<file path="config.mk">
export PLATFORM = sky130hd
export DESIGN_NAME = alu_issue_stage_flat
export DESIGN_NICKNAME = d
export VERILOG_FILES = /design/src/rtl/alu_pkg.sv /design/src/rtl/alu_issue_stage_if.sv /design/src/rtl/alu_regfile.sv /design/src/rtl/alu_issue_stage.sv /design/src/flat_wrapper.sv
export SDC_FILE = /design/constraint.sdc
export NUM_CORES = 1
export LEC_CHECK = 0
export ABC_CLOCK_PERIOD_IN_PS = 6400
export CORE_UTILIZATION = 45
export CTS_BUF_LIST = sky130_fd_sc_hd__clkbuf_8
export CTS_CLUSTER_SIZE = 8
export DETAILED_ROUTE_END_ITERATION = 10
export SLEW_MARGIN = 20
export SYNTH_ARGS = -nofsm -noshare
export SYNTH_HDL_FRONTEND = slang
export SYNTH_SLANG_ARGS = --single-unit
</file>
<file path="constraint.sdc">
create_clock -name clk -period 6.4 [get_ports clk]
set_clock_uncertainty 0.15 [all_clocks]
set_input_delay 1.28 -clock clk [delete_from_list [all_inputs] [get_ports clk]]
set_output_delay 1.28 -clock clk [all_outputs]
set_load 0.02 [all_outputs]
</file>
<file path="src/rtl/alu_pkg.sv">
// Shared opcode encodings, instruction field positions and decode helpers
// for the ALU issue stage.
package alu_pkg;

  localparam logic [3:0] ALU_AND = 4'd0;
  localparam logic [3:0] ALU_OR  = 4'd1;
  localparam logic [3:0] ALU_ADD = 4'd2;
  localparam logic [3:0] ALU_XOR = 4'd3;
  localparam logic [3:0] ALU_SLL = 4'd4;
  localparam logic [3:0] ALU_SRL = 4'd5;
  localparam logic [3:0] ALU_SUB = 4'd6;
  localparam logic [3:0] ALU_SRA = 4'd7;
  localparam logic [3:0] OP_LDI  = 4'd8;

  localparam int unsigned OP_MSB  = 15;
  localparam int unsigned OP_LSB  = 12;
  localparam int unsigned RD_MSB  = 11;
  localparam int unsigned RD_LSB  = 8;
  localparam int unsigned RS1_MSB = 7;
  localparam int unsigned RS1_LSB = 4;
  localparam int unsigned RS2_MSB = 3;
  localparam int unsigned RS2_LSB = 0;
  localparam int unsigned IMM_MSB = 7;
  localparam int unsigned IMM_LSB = 0;

  function automatic logic is_shift(input logic [3:0] op);
    return (op == ALU_SLL) || (op == ALU_SRL) || (op == ALU_SRA);
  endfunction

endpackage

</file>
<file path="src/rtl/alu_issue_stage_if.sv">
// Instruction handshake and result stream bundle of the ALU issue stage.
interface alu_issue_stage_if #(
  parameter int unsigned XLEN = 32
);
  logic            in_valid;
  logic            in_ready;
  logic [15:0]     in_instr;
  logic            res_valid;
  logic [3:0]      res_rd;
  logic [XLEN-1:0] res_data;
  logic            res_zero;

  modport master (
    output in_valid, in_instr,
    input  in_ready, res_valid, res_rd, res_data, res_zero
  );

  modport slave (
    input  in_valid, in_instr,
    output in_ready, res_valid, res_rd, res_data, res_zero
  );
endinterface

</file>
<file path="src/rtl/alu_regfile.sv">
// NREG x XLEN register file: two async read ports, one debug read port,
// one synchronous write port. r0 reads zero and ignores writes.
module alu_regfile #(
  parameter int unsigned XLEN = 32,
  parameter int unsigned NREG = 16,
  parameter int unsigned AW   = $clog2(NREG)
) (
  input  logic            clk,
  input  logic            rst_n,
  input  logic [AW-1:0]   ra1,
  output logic [XLEN-1:0] rd1,
  input  logic [AW-1:0]   ra2,
  output logic [XLEN-1:0] rd2,
  input  logic [AW-1:0]   dbg_addr,
  output logic [XLEN-1:0] dbg_data,
  input  logic            we,
  input  logic [AW-1:0]   wa,
  input  logic [XLEN-1:0] wd
);

  logic [XLEN-1:0] regs [NREG];

  always_ff @(posedge clk or negedge rst_n) begin
    if (!rst_n) begin
      for (int unsigned i = 0; i < NREG; i++) regs[i] <= '0;
    end else if (we && (wa != '0)) begin
      regs[wa] <= wd;
    end
  end

  assign rd1      = (ra1 == '0)      ? '0 : regs[ra1];
  assign rd2      = (ra2 == '0)      ? '0 : regs[ra2];
  assign dbg_data = (dbg_addr == '0) ? '0 : regs[dbg_addr];

endmodule

</file>
<file path="src/rtl/alu_issue_stage.sv">
// Issue/writeback stage in front of a combinational 32-bit ALU: decodes,
// reads/forwards operands, registers ALU inputs and retires the ALU result.
module alu_issue_stage
  import alu_pkg::*;
#(
  parameter int unsigned XLEN = 32,
  parameter int unsigned NREG = 16
) (
  input  logic              clk,
  input  logic              rst_n,
  alu_issue_stage_if.slave  bus,
  output logic [3:0]        alu_control,
  output logic [XLEN-1:0]   alu_a,
  output logic [XLEN-1:0]   alu_b,
  input  logic [XLEN-1:0]   alu_c,
  input  logic              alu_zero,
  output logic              err,
  input  logic              clear_err,
  input  logic [3:0]        dbg_addr,
  output logic [XLEN-1:0]   dbg_data
);

  logic [3:0]      op, rd, rs1, rs2;
  logic [7:0]      imm;
  logic            accept, illegal, issue;
  logic [XLEN-1:0] rf_rd1, rf_rd2, rs1_val, rs2_val;
  logic            ex_valid;
  logic [3:0]      ex_rd;
  logic            res_valid, res_zero;
  logic [3:0]      res_rd;
  logic [XLEN-1:0] res_data;

  assign op  = bus.in_instr[OP_MSB:OP_LSB];
  assign rd  = bus.in_instr[RD_MSB:RD_LSB];
  assign rs1 = bus.in_instr[RS1_MSB:RS1_LSB];
  assign rs2 = bus.in_instr[RS2_MSB:RS2_LSB];
  assign imm = bus.in_instr[IMM_MSB:IMM_LSB];

  assign bus.in_ready = !err;
  assign accept       = bus.in_valid && !err;
  assign illegal      = op[3] && (op[2:0] != 3'd0);
  assign issue        = accept && !illegal;

  alu_regfile #(.XLEN(XLEN), .NREG(NREG), .AW(4)) u_regfile (
    .clk      (clk),
    .rst_n    (rst_n),
    .ra1      (rs1),
    .rd1      (rf_rd1),
    .ra2      (rs2),
    .rd2      (rf_rd2),
    .dbg_addr (dbg_addr),
    .dbg_data (dbg_data),
    .we       (ex_valid),
    .wa       (ex_rd),
    .wd       (alu_c)
  );

  // The instruction in EX retires on the same edge this one is accepted,
  // so its result is taken straight from the ALU output.
  always_comb begin
    rs1_val = rf_rd1;
    rs2_val = rf_rd2;
    if (ex_valid && (ex_rd == rs1) && (rs1 != '0)) rs1_val = alu_c;
    if (ex_valid && (ex_rd == rs2) && (rs2 != '0)) rs2_val = alu_c;
  end

  always_ff @(posedge clk or negedge rst_n) begin
    if (!rst_n) begin
      alu_control <= '0;
      alu_a       <= '0;
      alu_b       <= '0;
      ex_valid    <= 1'b0;
      ex_rd       <= '0;
      res_valid   <= 1'b0;
      res_rd      <= '0;
      res_data    <= '0;
      res_zero    <= 1'b1;
      err         <= 1'b0;
    end else begin
      ex_valid <= issue;
      if (issue) begin
        ex_rd <= rd;
        if (op == OP_LDI) begin
          alu_control <= ALU_OR;
          alu_a       <= {{(XLEN-8){1'b0}}, imm};
          alu_b       <= '0;
        end else begin
          alu_control <= op;
          alu_a       <= rs1_val;
          alu_b       <= is_shift(op) ? {{(XLEN-5){1'b0}}, rs2_val[4:0]} : rs2_val;
        end
      end
      res_valid <= ex_valid;
      if (ex_valid) begin
        res_rd   <= ex_rd;
        res_data <= alu_c;
        res_zero <= alu_zero;
      end
      if (accept && illegal) err <= 1'b1;
      else if (clear_err)    err <= 1'b0;
    end
  end

  assign bus.res_valid = res_valid;
  assign bus.res_rd    = res_rd;
  assign bus.res_data  = res_data;
  assign bus.res_zero  = res_zero;

endmodule

</file>
<file path="src/flat_wrapper.sv">
// flat-port wrapper written by rule: the top's interface ports become plain ports
module alu_issue_stage_flat import alu_pkg::*;
#(
  parameter int unsigned XLEN = 32,
  parameter int unsigned NREG = 16
)
  (clk, rst_n, alu_control, alu_a, alu_b, alu_c, alu_zero, err, clear_err, dbg_addr, dbg_data, bus_in_valid, bus_in_instr, bus_in_ready, bus_res_valid, bus_res_rd, bus_res_data, bus_res_zero);
  alu_issue_stage_if #(.XLEN(XLEN)) bus_i ();
  input  logic clk;
  input  logic rst_n;
  output logic [3:0] alu_control;
  output logic [XLEN-1:0] alu_a;
  output logic [XLEN-1:0] alu_b;
  input  logic [XLEN-1:0] alu_c;
  input  logic alu_zero;
  output logic err;
  input  logic clear_err;
  input  logic [3:0] dbg_addr;
  output logic [XLEN-1:0] dbg_data;
  input wire logic [$bits(bus_i.in_valid)-1:0] bus_in_valid;
  input wire logic [$bits(bus_i.in_instr)-1:0] bus_in_instr;
  output wire logic [$bits(bus_i.in_ready)-1:0] bus_in_ready;
  output wire logic [$bits(bus_i.res_valid)-1:0] bus_res_valid;
  output wire logic [$bits(bus_i.res_rd)-1:0] bus_res_rd;
  output wire logic [$bits(bus_i.res_data)-1:0] bus_res_data;
  output wire logic [$bits(bus_i.res_zero)-1:0] bus_res_zero;
  assign bus_i.in_valid = bus_in_valid;
  assign bus_i.in_instr = bus_in_instr;
  assign bus_in_ready = bus_i.in_ready;
  assign bus_res_valid = bus_i.res_valid;
  assign bus_res_rd = bus_i.res_rd;
  assign bus_res_data = bus_i.res_data;
  assign bus_res_zero = bus_i.res_zero;
  alu_issue_stage #(.XLEN(XLEN), .NREG(NREG)) u_core (.clk(clk), .rst_n(rst_n), .bus(bus_i), .alu_control(alu_control), .alu_a(alu_a), .alu_b(alu_b), .alu_c(alu_c), .alu_zero(alu_zero), .err(err), .clear_err(clear_err), .dbg_addr(dbg_addr), .dbg_data(dbg_data));
endmodule
</file>
==> results.md <==
| Stage | Quantity | This run |
|---|---|---|
| placed design | Area after DPL | 37900 sq um |
| run | Max-Cap Viols | 0 |
| power | Static leakage | 16.7 nW |
| logic synthesis | Fraction of the yosys area taken by sequential cells | 44.5% |
| clock tree | TritonCTS clock tree | done |
| final layout | Count of filler cells inserted in the layout | 6549 |
| final layout | Multi-input gate area | 18400 sq um |
| critical path | Maximum fanout along the worst path | 33 |
| final layout | Sequential cell area | 15600 sq um |
| hold path | End point of the worst hold path | u_core.u_regfile.regs[508] |
| clock tree | TritonCTS Sinks | 624 |
| logic synthesis | Yosys synthesis warning count | 0 |
| drt | First-pass iteration count of the detailed router | 7 |
| clock tree | Worst-skew pair later-pin latency | 730 ps |
| critical path | Worst reg2reg setup slack | 3010 ps |
| final layout | Fraction of layout cells with a size suffix above 1 | 45.3% |
| clock tree | Clock transition at the registers of the reported paths | 60 ps |
| floorplanning | Core box area | 77300 sq um |
| global route | Global-route wire length before repair | 172 mm |
| final layout | Nets@finish | 2588 |
| hold path | Depth of the worst hold-timing path | 0 |
| drt | Met1 wire length | 47.0 mm |
| floorplanning | Site row count | 102 |
| global route | Tot GR Track Use | 29.9% |
| logic synthesis | Count of different cell masters after synthesis | 51 |
| global route | Initial antenna violation count | 3 |
| global route | Largest net degree at the start of global routing | 132 |
| drt | Residual DRC count | 0 |
| global route | Via count of the first global-routing pass | 25200 |
| clock tree | TritonCTS Buffers | 108 |
| floorplanning | I/O pin total | 197 |
| final layout | Synthesis-to-layout area growth | 14.7% |
| floorplanning | Overall die area | 79100 sq um |
| floorplanning | Effective utilization at floorplan | 45.4% |
| drt | Number of vias in the routed layout | 24400 |
| sta | Final hold viol count | 0 |
| power | Power Density | 389 nW/um^2 |
| critical path | Worst setup path category | input pin to output pin |
| placed design | Count of buffers inserted at the top-level ports | 196 |
| drt | Drt wl/cell | 31.7 um |
| critical path | Length in cells of the worst reg-to-reg path | 4 |
| drt | Met2 wirelength from detailed routing | 54.9 mm |
| placed design | Weighted congestion at the end of routability-driven global placement | 0.863 |
| sta | Period minus WS final | 5310 ps |
| logic synthesis | Syn Std Cell Area | 35100 sq um |
| sta | Number of pins with negative max-slew slack in the final report | 0 |
| sta | Final worst path period share | 83.0% |
| critical path | Capture instance of the worst register-to-register path | u_core.u_regfile.regs[40] |
| logic synthesis | Syn nets | 2504 |
| sta | Setup_tns | 0 ps |
| final layout | Post-layout instance area | 40200 sq um |
| sta | RSZ-0062 raised after global routing | false |
| drt | Final WL | 116 mm |
| critical path | WP data arrival | 3880 ps |
| run status | Outcome | complete, no violations |
| clock tree | Setup bufs post-CTS | 0 |
| floorplanning | Die X | 281 um |
| critical path | Sort of element at the end of the critical path | output pin |
| logic synthesis | Synth Area per Inst | 14.3 sq um |
| hold path | Hold Crit Start | u_core.u_regfile.regs[508] |
| power | Maximum ir drop on the vdd rail | 0.000209 V |
| floorplanning | Die height | 281 um |
| clock tree | Hold buffer count at CTS | 0 |
| clock tree | CTS max path bufs | 3 |
| final layout | Post-layout util | 52.0% |
| clock tree | CTS H-tree depth | 3 |
| drt | Routed via count divided by cell count | 6.65 |
| drt | Metal3 WL | 10.1 mm |
| logic synthesis | Number of synthesized register bits | 624 |
| critical path | Worst endpoint required time | 4970 ps |
| drt | Drt initial violations | 2790 |
| critical path | R2R Path Start | u_core.ex_valid |
| sta | Worst-Margin Slew | 1240 ps |
| drt | Final antenna-violating net count | 0 |
| clock tree | Clock root buffer master | sky130_fd_sc_hd__clkbuf_8 |
| drt | Uppermost metal layer occupied by signal nets | met5 |
| sta | Rel. slew slack | 17.5% |
| hold path | Worst hold-check path type | register to register |
| critical path | Startpoint class of the critical path | input pin |
| global route | Total gr overflow | 0 |
| logic synthesis | Synthesized netlist cell count | 2447 |
| placed design | Placed wire-length estimate | 66.6 mm |
| sta | Maximum frequency from static timing analysis | 0.188 GHz |
| sta | Count of final setup violators | 0 |
| clock tree | Post-cts resize count | 0 |
==> where the power goes <==
| group | switching [mW] | internal (mW) | leakage (nW) | total [mW] |
|---|---|---|---|---|
| registers | 1.38 | 5.31 | 8.01 | 6.69 |
| clock network | 1.74 | 2.15 | 1.33 | 3.90 |
| logic | 1.89 | 3.15 | 7.36 | 5.04 |
==> kinds of logic (layout without fill, tap and decap cells) <==
group | after synthesis | count (layout) | synth area share [%]
other | 0 | 2 | 0
flip-flops | 624 | 624 | 44.5
XOR/XNOR | 8 | 8 | 0.200
AO/OA/AOI/OAI | 290 | 290 | 5.65
AND/OR/NAND/NOR | 274 | 274 | 4.01
multiplexers | 968 | 968 | 42.0
buffers and inverters | 283 | 458 | 3.59
==> critical path: stages <==
cell and delay [ps]:
sky130_fd_sc_hd__clkbuf_8 410, sky130_fd_sc_hd__buf_4 350, sky130_fd_sc_hd__mux4_2 540, sky130_fd_sc_hd__mux4_2 540
sky130_fd_sc_hd__nor2b_1 160, sky130_fd_sc_hd__clkdlybuf4s50_1 560
==> cells in the mapped netlist (all sizes together) <==
cell type,number,share of area (%)
dfrtp,623,44
mux2,574,18
mux4,347,22
clkbuf,157,1.7
buf,124,1.9
o21ai,116,1.7
nand2,90,0.96
nor2b,64,1.1
a221oi,50,1.2
mux2i,47,1.3
nor3,46,0.66
a22oi,38,0.81
a22o,26,0.65
and3,21,0.37
o22ai,21,0.37
nor2,17,0.18
a32oi,12,0.30
and2,7,0.12
nand2b,7,0.12
o22a,7,0.17
a21oi,5,0.082
a211oi,4,0.086
nand3b,4,0.086
nor4,4,0.071
or3,4,0.071
xnor2,4,0.10
xor2,4,0.10
nand3,3,0.043
o221ai,3,0.075
o41ai,3,0.075
a31oi,2,0.036
inv,2,0.021
nor3b,2,0.057
a2111oi,1,0.029
a211o,1,0.025
and4,1,0.025
dfstp,1,0.075
nor4b,1,0.025
o311a,1,0.029
or2,1,0.018
or3b,1,0.025
or4,1,0.021
==> stage by stage <==
step                      worst slack [ps]  instances  power, mW  hold WS (ps)
after floorplan                       2080       2447       9.92           202
after global placement                1110       3461       11.5           211
after detailed placement              1080       3461       11.7           213
after CTS                             1070       3662       15.7           228
after global routing                  1020       3663       16.4           237
final                                 1090       3664       15.6           224
==> cell usage in the layout, fill, tap and decap left out, drive strengths merged, types with 21 or more instances in the layout <==
cell	n
a22oi	38
nor2b	64
buf	68
clkdlybuf4s50	185
clkbuf	148
mux4	347
nand2	90
nor3	46
and3	21
dfrtp	623
mux2	574
a22o	26
o22ai	21
o21ai	116
mux2i	47
a221oi	50
inv	33
==> worst max path at each step <==
stage,from,end,slack [ps],depth (start not counted)
floorplan,dbg_addr[0],dbg_data[11],2080,5
global placement,dbg_addr[0],dbg_data[7],1110,6
detailed placement,dbg_addr[0],dbg_data[7],1080,6
CTS,dbg_addr[0],dbg_data[7],1070,6
global route,dbg_addr[0],dbg_data[7],1020,6
finish,dbg_addr[0],dbg_data[7],1090,6
==> layer usage <==
metal  vias up  track usage (%)
met5         -                0
met2      1322             46.8
met1     13000             40.6
met3       261             6.28
li1       9746                -
met4         2             11.9
==> flip-flops by register name (all words and copies together), names as in the netlist <==
name / count
u_core.bus.res_rd: 4
u_core.ex_rd: 4
u_core.err: 1
u_core.alu_b: 32
u_core.alu_control: 4
u_core.alu_a: 32
u_core.u_regfile.regs: 512
u_core.bus.res_valid: 1
u_core.ex_valid: 1
u_core.bus.res_data: 32
u_core.bus.res_zero: 1
==> area by class of cell <==
class,instances,area share (%)
tap,1040,3.23
multi-input combinational,1540,45.7
inverter,2,0.0187
sequential,624,38.8
timing repair buffer,255,6.40
clock buffer,146,5.00
antenna,2,0.0124
clock inverter,55,0.812
No activity file was read; power rests on OpenSTA's default activity.
